<file path="config.mk">
export PLATFORM = sky130hd
export DESIGN_NAME = adr_seq_ctrl
export DESIGN_NICKNAME = d
export VERILOG_FILES = /design/src/rtl/adr_pkg.sv /design/src/rtl/adr_slice3.sv /design/src/rtl/adr_seq_ctrl.sv
export SDC_FILE = /design/constraint.sdc
export NUM_CORES = 1
export LEC_CHECK = 0
export ABC_CLOCK_PERIOD_IN_PS = 3900
export CELL_PAD_IN_SITES_DETAIL_PLACEMENT = 2
export CELL_PAD_IN_SITES_GLOBAL_PLACEMENT = 2
export CORE_MARGIN = 5
export CORE_UTILIZATION = 33
export DETAILED_ROUTE_END_ITERATION = 6
export PLACE_DENSITY_LB_ADDON = 0.1
export SETUP_SLACK_MARGIN = 0.02
export SLEW_MARGIN = 20
export SYNTH_ARGS = -nofsm -noshare
export SYNTH_HDL_FRONTEND = slang
export SYNTH_HIERARCHICAL = 1
export SYNTH_SLANG_ARGS = --single-unit
</file>
<file path="constraint.sdc">
create_clock -name clk -period 3.9 [get_ports clk]
set_input_delay 0.39 -clock clk [delete_from_list [all_inputs] [get_ports clk]]
set_output_delay 0.39 -clock clk [all_outputs]
set_load 0.1 [all_outputs]
</file>
<file path="src/rtl/adr_pkg.sv">
// Shared definitions for the sliced sequential adder: default geometry and FSM encoding.
package adr_pkg;

  localparam int unsigned SLICES_DEF = 4;
  localparam int unsigned SW_DEF     = 3;

  typedef enum logic [1:0] {
    ST_IDLE = 2'd0,
    ST_RUN  = 2'd1,
    ST_DONE = 2'd2
  } state_t;

endpackage

</file>
<file path="src/rtl/adr_slice3.sv">
// Combinational 3-bit full adder slice, reused once per RUN cycle by adr_seq_ctrl.
module adr_slice3 (
  input  logic [2:0] x,
  input  logic [2:0] y,
  input  logic       cin,
  output logic [2:0] sum,
  output logic       cout
);

  logic [3:0] total_s;

  // Widen by one bit so the carry falls out of the top.
  always_comb begin
    total_s = {1'b0, x} + {1'b0, y} + {3'b000, cin};
  end

  assign sum  = total_s[2:0];
  assign cout = total_s[3];

endmodule

</file>
<file path="src/rtl/adr_seq_ctrl.sv">
// Sequential adder/subtractor: one shared 3-bit slice walks the operands LSB-first,
// one slice per cycle, then pulses done with the registered sum and carry.
module adr_seq_ctrl
  import adr_pkg::*;
#(
  parameter int unsigned SLICES = SLICES_DEF,
  parameter int unsigned SW     = SW_DEF
) (
  input  logic                 clk,
  input  logic                 rst,
  input  logic                 start,
  input  logic                 op,
  input  logic [SLICES*SW-1:0] a,
  input  logic [SLICES*SW-1:0] b,
  input  logic                 cin,
  output logic                 busy,
  output logic                 done,
  output logic [SLICES*SW-1:0] sum,
  output logic                 cout
);

  localparam int unsigned OW = SLICES * SW;
  localparam int unsigned IW = (SLICES > 1) ? $clog2(SLICES) : 1;
  localparam logic [IW-1:0] IDX_LAST = IW'(SLICES - 1);

  state_t          state_r;
  state_t          state_nx_s;
  logic [IW-1:0]   idx_r;
  logic [OW-1:0]   a_r;
  logic [OW-1:0]   b_r;
  logic [OW-1:0]   sum_r;
  logic            carry_r;
  logic            cout_r;
  logic            done_r;
  logic [SW-1:0]   x_s;
  logic [SW-1:0]   y_s;
  logic [SW-1:0]   slice_sum_s;
  logic            slice_cout_s;

  // Select the current slice of both latched operands.
  always_comb begin
    x_s = a_r[idx_r*SW +: SW];
    y_s = b_r[idx_r*SW +: SW];
  end

  adr_slice3 u_slice (
    .x    (x_s),
    .y    (y_s),
    .cin  (carry_r),
    .sum  (slice_sum_s),
    .cout (slice_cout_s)
  );

  // Next-state logic for the three-state sequencer.
  always_comb begin
    state_nx_s = state_r;
    case (state_r)
      ST_IDLE: begin
        if (start) begin
          state_nx_s = ST_RUN;
        end else begin
          state_nx_s = ST_IDLE;
        end
      end
      ST_RUN: begin
        if (idx_r == IDX_LAST) begin
          state_nx_s = ST_DONE;
        end else begin
          state_nx_s = ST_RUN;
        end
      end
      ST_DONE: state_nx_s = ST_IDLE;
      default: state_nx_s = ST_IDLE;
    endcase
  end

  // State, operand latches and per-slice accumulation.
  always_ff @(posedge clk) begin
    if (rst) begin
      state_r <= ST_IDLE;
      idx_r   <= '0;
      a_r     <= '0;
      b_r     <= '0;
      sum_r   <= '0;
      carry_r <= 1'b0;
      cout_r  <= 1'b0;
      done_r  <= 1'b0;
    end else begin
      state_r <= state_nx_s;
      done_r  <= (state_nx_s == ST_DONE);
      case (state_r)
        ST_IDLE: begin
          if (start) begin
            // Subtract is a + ~b + 1, so the inversion and the +1 happen at latch time.
            a_r     <= a;
            b_r     <= op ? ~b : b;
            carry_r <= op ? 1'b1 : cin;
            idx_r   <= '0;
          end
        end
        ST_RUN: begin
          sum_r[idx_r*SW +: SW] <= slice_sum_s;
          carry_r               <= slice_cout_s;
          idx_r                 <= idx_r + IW'(1);
          if (idx_r == IDX_LAST) begin
            cout_r <= slice_cout_s;
          end
        end
        default: begin
        end
      endcase
    end
  end

  assign busy = (state_r != ST_IDLE);
  assign done = done_r;
  assign sum  = sum_r;
  assign cout = cout_r;

endmodule
</file>
**Word level (Yosys, flattened, before mapping)**

Index checks and enable logic that the tools add are counted.

- Input port bits: 29
- Register bits: 43

- Mux-type cells: 10
- Bitwise gates (word level): 1
- Shift operators: 4
- Reduce and logical (&&, ||, !) cells: 6
- Add/sub/neg operators: 4
- Multiply operators: 1
- Equal/unequal tests: 4

Operator list:

| cell | count |
|---|---|
| 4-bit negator with 34-bit output | 1 |
| 3-bit by 34-bit variable shift with 12-bit output (first input constant) | 1 |
| 3-bit by 34-bit variable part select with 12-bit output | 1 |
| 12-bit by 5-bit variable part select with 3-bit output | 2 |
| 12-bit bitwise mux | 1 |
| 12-bit 2-to-1 mux | 1 |
| 12-bit inverter | 1 |
| 2-bit case mux with 2 select lines | 2 |
| 2-bit AND reduction | 3 |
| 3-bit by 3-bit adder with 4-bit output | 1 |
| 4-bit by 1-bit adder with 4-bit output | 1 |
| 2-bit equality test (second input constant) | 2 |
| 2-bit by 2-bit multiplier with 4-bit output (second input constant) | 1 |
| 2-bit 2-to-1 mux | 2 |
| 2-bit nonzero test | 2 |
| 1-bit 2-to-1 mux | 3 |
| 2-bit by 1-bit adder with 2-bit output (second input constant) | 1 |
| 2-bit by 1-bit equality test with 1-bit output (second input constant) | 1 |
| 2-bit logical NOT | 1 |
| 2-bit inequality test (second input constant) | 1 |
| 1-bit case mux with 2 select lines | 1 |

**Longest topological paths before layout**

- Depth in word-level cells: 6
- Gate-level depth with buffers: 8

**Modules after synthesis**

The synthesis kept the hierarchy.

By module, submodules not included:

| module | times used | area each (µm²) | seq. area each (µm²) | cells an instance |
|---|---|---|---|---|
| adr_seq_ctrl | 1 | 2,004.4 | 860.8 | 211 |
| adr_slice3 | 1 | 113.9 | 0.0 | 15 |

**Worst setup path after synthesis**

OpenSTA, ideal clock, no wires.

- Path type: reg-to-reg
- Start point: register idx_r[1]
- End point: register sum_r[5], in the netlist sum[5]
- Cell stages (with the launch flop): 9
- Path buffers: 1
- Path slack: 1.616 ns
- Clock period less this slack: 2.284 ns
- Arrival time: 2.213 ns
- Required time: 3.829 ns
- Cell sequence: dfxtp_1 -> clkbuf_1 -> mux4_2 -> inv_1 -> fa_1 -> fa_1 -> xnor2_1 -> nand4_1 -> a21oi_1

- Cells in the longest elaborated chain, start to end: 6

Ends and longest elaborated chain:

| element | RTL line | RTL |
|---|---|---|
| start: declaration | adr_seq_ctrl.sv:28 | `logic [IW-1:0] idx_r;` |
| start signal: assignment | adr_seq_ctrl.sv:104 | `idx_r <= idx_r + IW'(1);` |
| 2-bit by 2-bit multiplier with 4-bit output | adr_seq_ctrl.sv:43 | `y_s = b_r[idx_r*SW +: SW];` |
| 12-bit by 5-bit variable part select with 3-bit output | adr_seq_ctrl.sv:43 |  |
| net y_s[0] | adr_seq_ctrl.sv:36 | `logic [SW-1:0] y_s;` |
| 3-bit by 3-bit adder with 4-bit output | adr_slice3.sv:14 | `total_s = {1'b0, x} + {1'b0, y} + {3'b000, cin};` |
| 4-bit by 1-bit adder with 4-bit output | adr_slice3.sv:14 |  |
| net slice_sum_s[2] | adr_seq_ctrl.sv:37 | `logic [SW-1:0] slice_sum_s;` |
| 3-bit by 34-bit variable part select with 12-bit output | adr_seq_ctrl.sv:102 | `sum_r[idx_r*SW +: SW] <= slice_sum_s;` |
| 12-bit bitwise mux | adr_seq_ctrl.sv:102 |  |
| end signal: indexed assignment | adr_seq_ctrl.sv:102 |  |
| end: declaration | adr_seq_ctrl.sv:31 | `logic [OW-1:0] sum_r;` |

The timed path passes the listed nets, and every way through them passes these cells.
A chain may end at the register's enable or synchronous reset.

**Worst setup path in the final report**

- Start point: register idx_r[0]
- End point: register sum_r[5], in the netlist sum[5]

Same word-level chain as after synthesis.

==> impl_metrics.yaml <==
clock_tree:
  cts_setup_buffers: 0
  clk_latency_ps: 290
  ctsHoldBuffers: 0
  cts.path.max_buffers: 2
  cts_htree_levels: 2
  cts.repair.resized: 0
  cts_tree: "built"
  clkSinkCount: 43
  root_buffer: "clkbuf_8"
  path_clk_slew_ps: 80
  cts_buffers: 5
setup_path:
  worstPathBufferInverterCount: 1
  required_ps: 4130
  cp_cell_sequence: "mux4_2 > inv_1 > fa_1 > fa_1 > xnor2_1 > nand4_1 > a21oi_1"
  cpLargestDelayFamily: "adder cells"
  cp_max_fo: 17
  critical_path_class: "flip-flop to flip-flop"
  cp-start-kind: "flip-flop"
  slowest_stage: "dfxtp_1"
  cpMostUsedCell: "fa_1"
  worstPathArrival_ps: 3170
  endpoint_kind: "flip-flop"
  cpPeakStageDelay_ps: 860
die:
  chipHeight_um: 90.1
  dieArea_um2: 8120
  initial_core_util_pct: 33.6
  ioPinCount: 44
  fp.coreArea_um2: 6310
  fp.dieW_um: 90.1
  num_rows: 29
global_routing:
  grt_pass1_wl_mm: 8.80
  antenna_found_initial: 0
  grt-ovfl-total: 0
  grt_max_degree: 37
  grt_pass1_vias: 1790
  grt_use_total_pct: 13.0
timing:
  clock_skew_ps: 3.51
  period_share_pct: 75.5
  slew_headroom_pct: 34.8
  setup_viol: 0
  final_hold_viol_count: 0
  fin_crit_ps: 2940
  final.setup.tns_ps: 0
  max_freq_mhz: 340
  worst_pin_slew_ps: 975
  rsz0062_at_grt: "no"
  finalMaxSlewViolations: 0
outcome:
  status: "finished clean"
drt:
  wl_mm: 5.10
  drt-vias-per-instance: 5.05
  drc: 0
  firstDrtPassIters: 4
  dr.first_iter.drc_count: 31
  avgRoutedWirePerCell_um: 15.1
  vias: 1707
  ant_nets: 0
layout:
  nFillCells: 727
  syn2layout_area_growth_pct: 24.5
  layout-drive-gt1-share_pct: 9.20
  stdcell_count: 338
  layout_common_cells: "dfxtp_1, clkdlybuf4s50_1, nand2_1"
  antenna_cells: 0
  finish.utilization_pct: 41.8
  final_nets: 301
power:
  swShare_pct: 29.2
  ir_drop_uv: 158
  internal-power_uw: 668
  clockPowerShare_pct: 27.6
  p_comb_share_pct: 21.0
  seqPwrFrac_pct: 51.4
  p_switching_uw: 276
  p_leak_uw: 0.000940
  powerDensity_nw_per_um2: 358
placement:
  hpwl_mm: 3.69
  portBuffers: 43
  gp_congestion: 0.746
  dp_cells: 332
flow_run:
  maxCapViolCount: 0
synth:
  yosysUniqueCellTypes: 36
  synth_fp_nets: 265
  synth.cell_area_um2: 2120
  syn_area_per_cell_um2: 9.37
  synth-seq-area-share_pct: 40.6
  yosys_warnings: 6
  syn_inst: 226
  ys_seq_elements: 43
worst_hold_path:
  hold_class: "flip-flop to flip-flop"
## worst paths after layout
| kind | start | to | slack [ps] | depth (start not counted) |
|---|---|---|---|---|
| worst min-delay path | sum[1] | sum[1] | 460 | 2 |
| worst max-delay path | idx_r[0] | sum[5] | 960 | 7 |
| worst min register to register | sum[1] | sum[1] | 460 | 2 |
| worst max register to register | idx_r[0] | sum[5] | 960 | 7 |
## cell type report
cell class | instances | area [um^2] | area share (%)
inverter | 9 | 33.8 | 1.28
tap | 77 | 96.3 | 3.65
clock buffer | 6 | 72.6 | 2.75
sequential | 43 | 861 | 32.7
timing repair buffer | 45 | 445 | 16.9
multi-input combinational | 158 | 1130 | 42.8
## state kept, by name (all words and copies together), names as in the netlist
register	cells
idx_r	2
cout	1
a_r	12
sum	12
carry_r	1
state_r	2
done	1
b_r	12
## metrics by stage
stage	cell area [um^2]	power [uW]	hold slack, ps	setup slack [ps]
after floorplan	2120	633	433	1620
after global placement	2560	693	441	1070
after detailed placement	2560	698	450	972
after CTS	2640	963	461	946
after global routing	2640	1010	481	714
final	2640	944	459	956
## synth_stat cells (all sizes together)
cell / number / area share, %
fa: 2 / 1.9
o21ai: 3 / 0.71
clkbuf: 6 / 1.1
a21oi: 24 / 5.7
nand4: 8 / 2.4
nor2b: 3 / 0.89
dfxtp: 43 / 41
nand3: 2 / 0.47
xnor2: 13 / 5.4
or2: 1 / 0.30
a32oi: 3 / 1.2
or3b: 1 / 0.41
nor2: 19 / 3.4
inv: 9 / 1.6
buf: 10 / 3.5
mux2i: 1 / 0.47
or3: 1 / 0.30
nand4b: 1 / 0.41
and4bb: 1 / 0.59
nand3b: 5 / 2.4
nand2b: 1 / 0.30
o21a: 1 / 0.35
a211oi: 12 / 5.7
o31ai: 1 / 0.35
ha: 8 / 4.7
nor3b: 2 / 1.5
nand2: 38 / 6.7
and3b: 1 / 0.41
mux4: 6 / 6.4
## layer usage
layer | share of wire, % | routed length [um] | vias up | GRT usage (%)
li1 | - | - | 842 | -
met1 | 47 | 2400 | 831 | 17.0
met2 | 48 | 2440 | 29 | 21.5
met3 | 3.9 | 199 | 5 | 2.92
met4 | 1.2 | 61 | 0 | 3.72
met5 | 0 | 0 | - | 0
## power groups by stage
stage,logic (uW),registers (uW),clock network [uW]
after floorplan,132,501,0
after global placement,198,495,0
after detailed placement,202,496,0
after CTS,203,485,275
after global routing,220,489,297
final,199,485,261
## cell families after synthesis
family / count (synthesis) / share of synthesized area (%)
AO/OA/AOI/OAI: 44 / 14.0
adder cells (fa/ha/maj): 10 / 6.62
AND/OR/NAND/NOR: 84 / 20.4
flip-flops: 43 / 40.6
buffers and inverters: 25 / 6.14
multiplexers: 7 / 6.85
XOR/XNOR: 13 / 5.38
## tightest hold or removal path, delay by kind of cell, from the launching register on
family | cells | cell delay [ps]
flip-flops | 1 | 320
AND/OR/NAND/NOR | 1 | 50
AO/OA/AOI/OAI | 1 | 50
No activity file was read; power rests on OpenSTA's default activity.
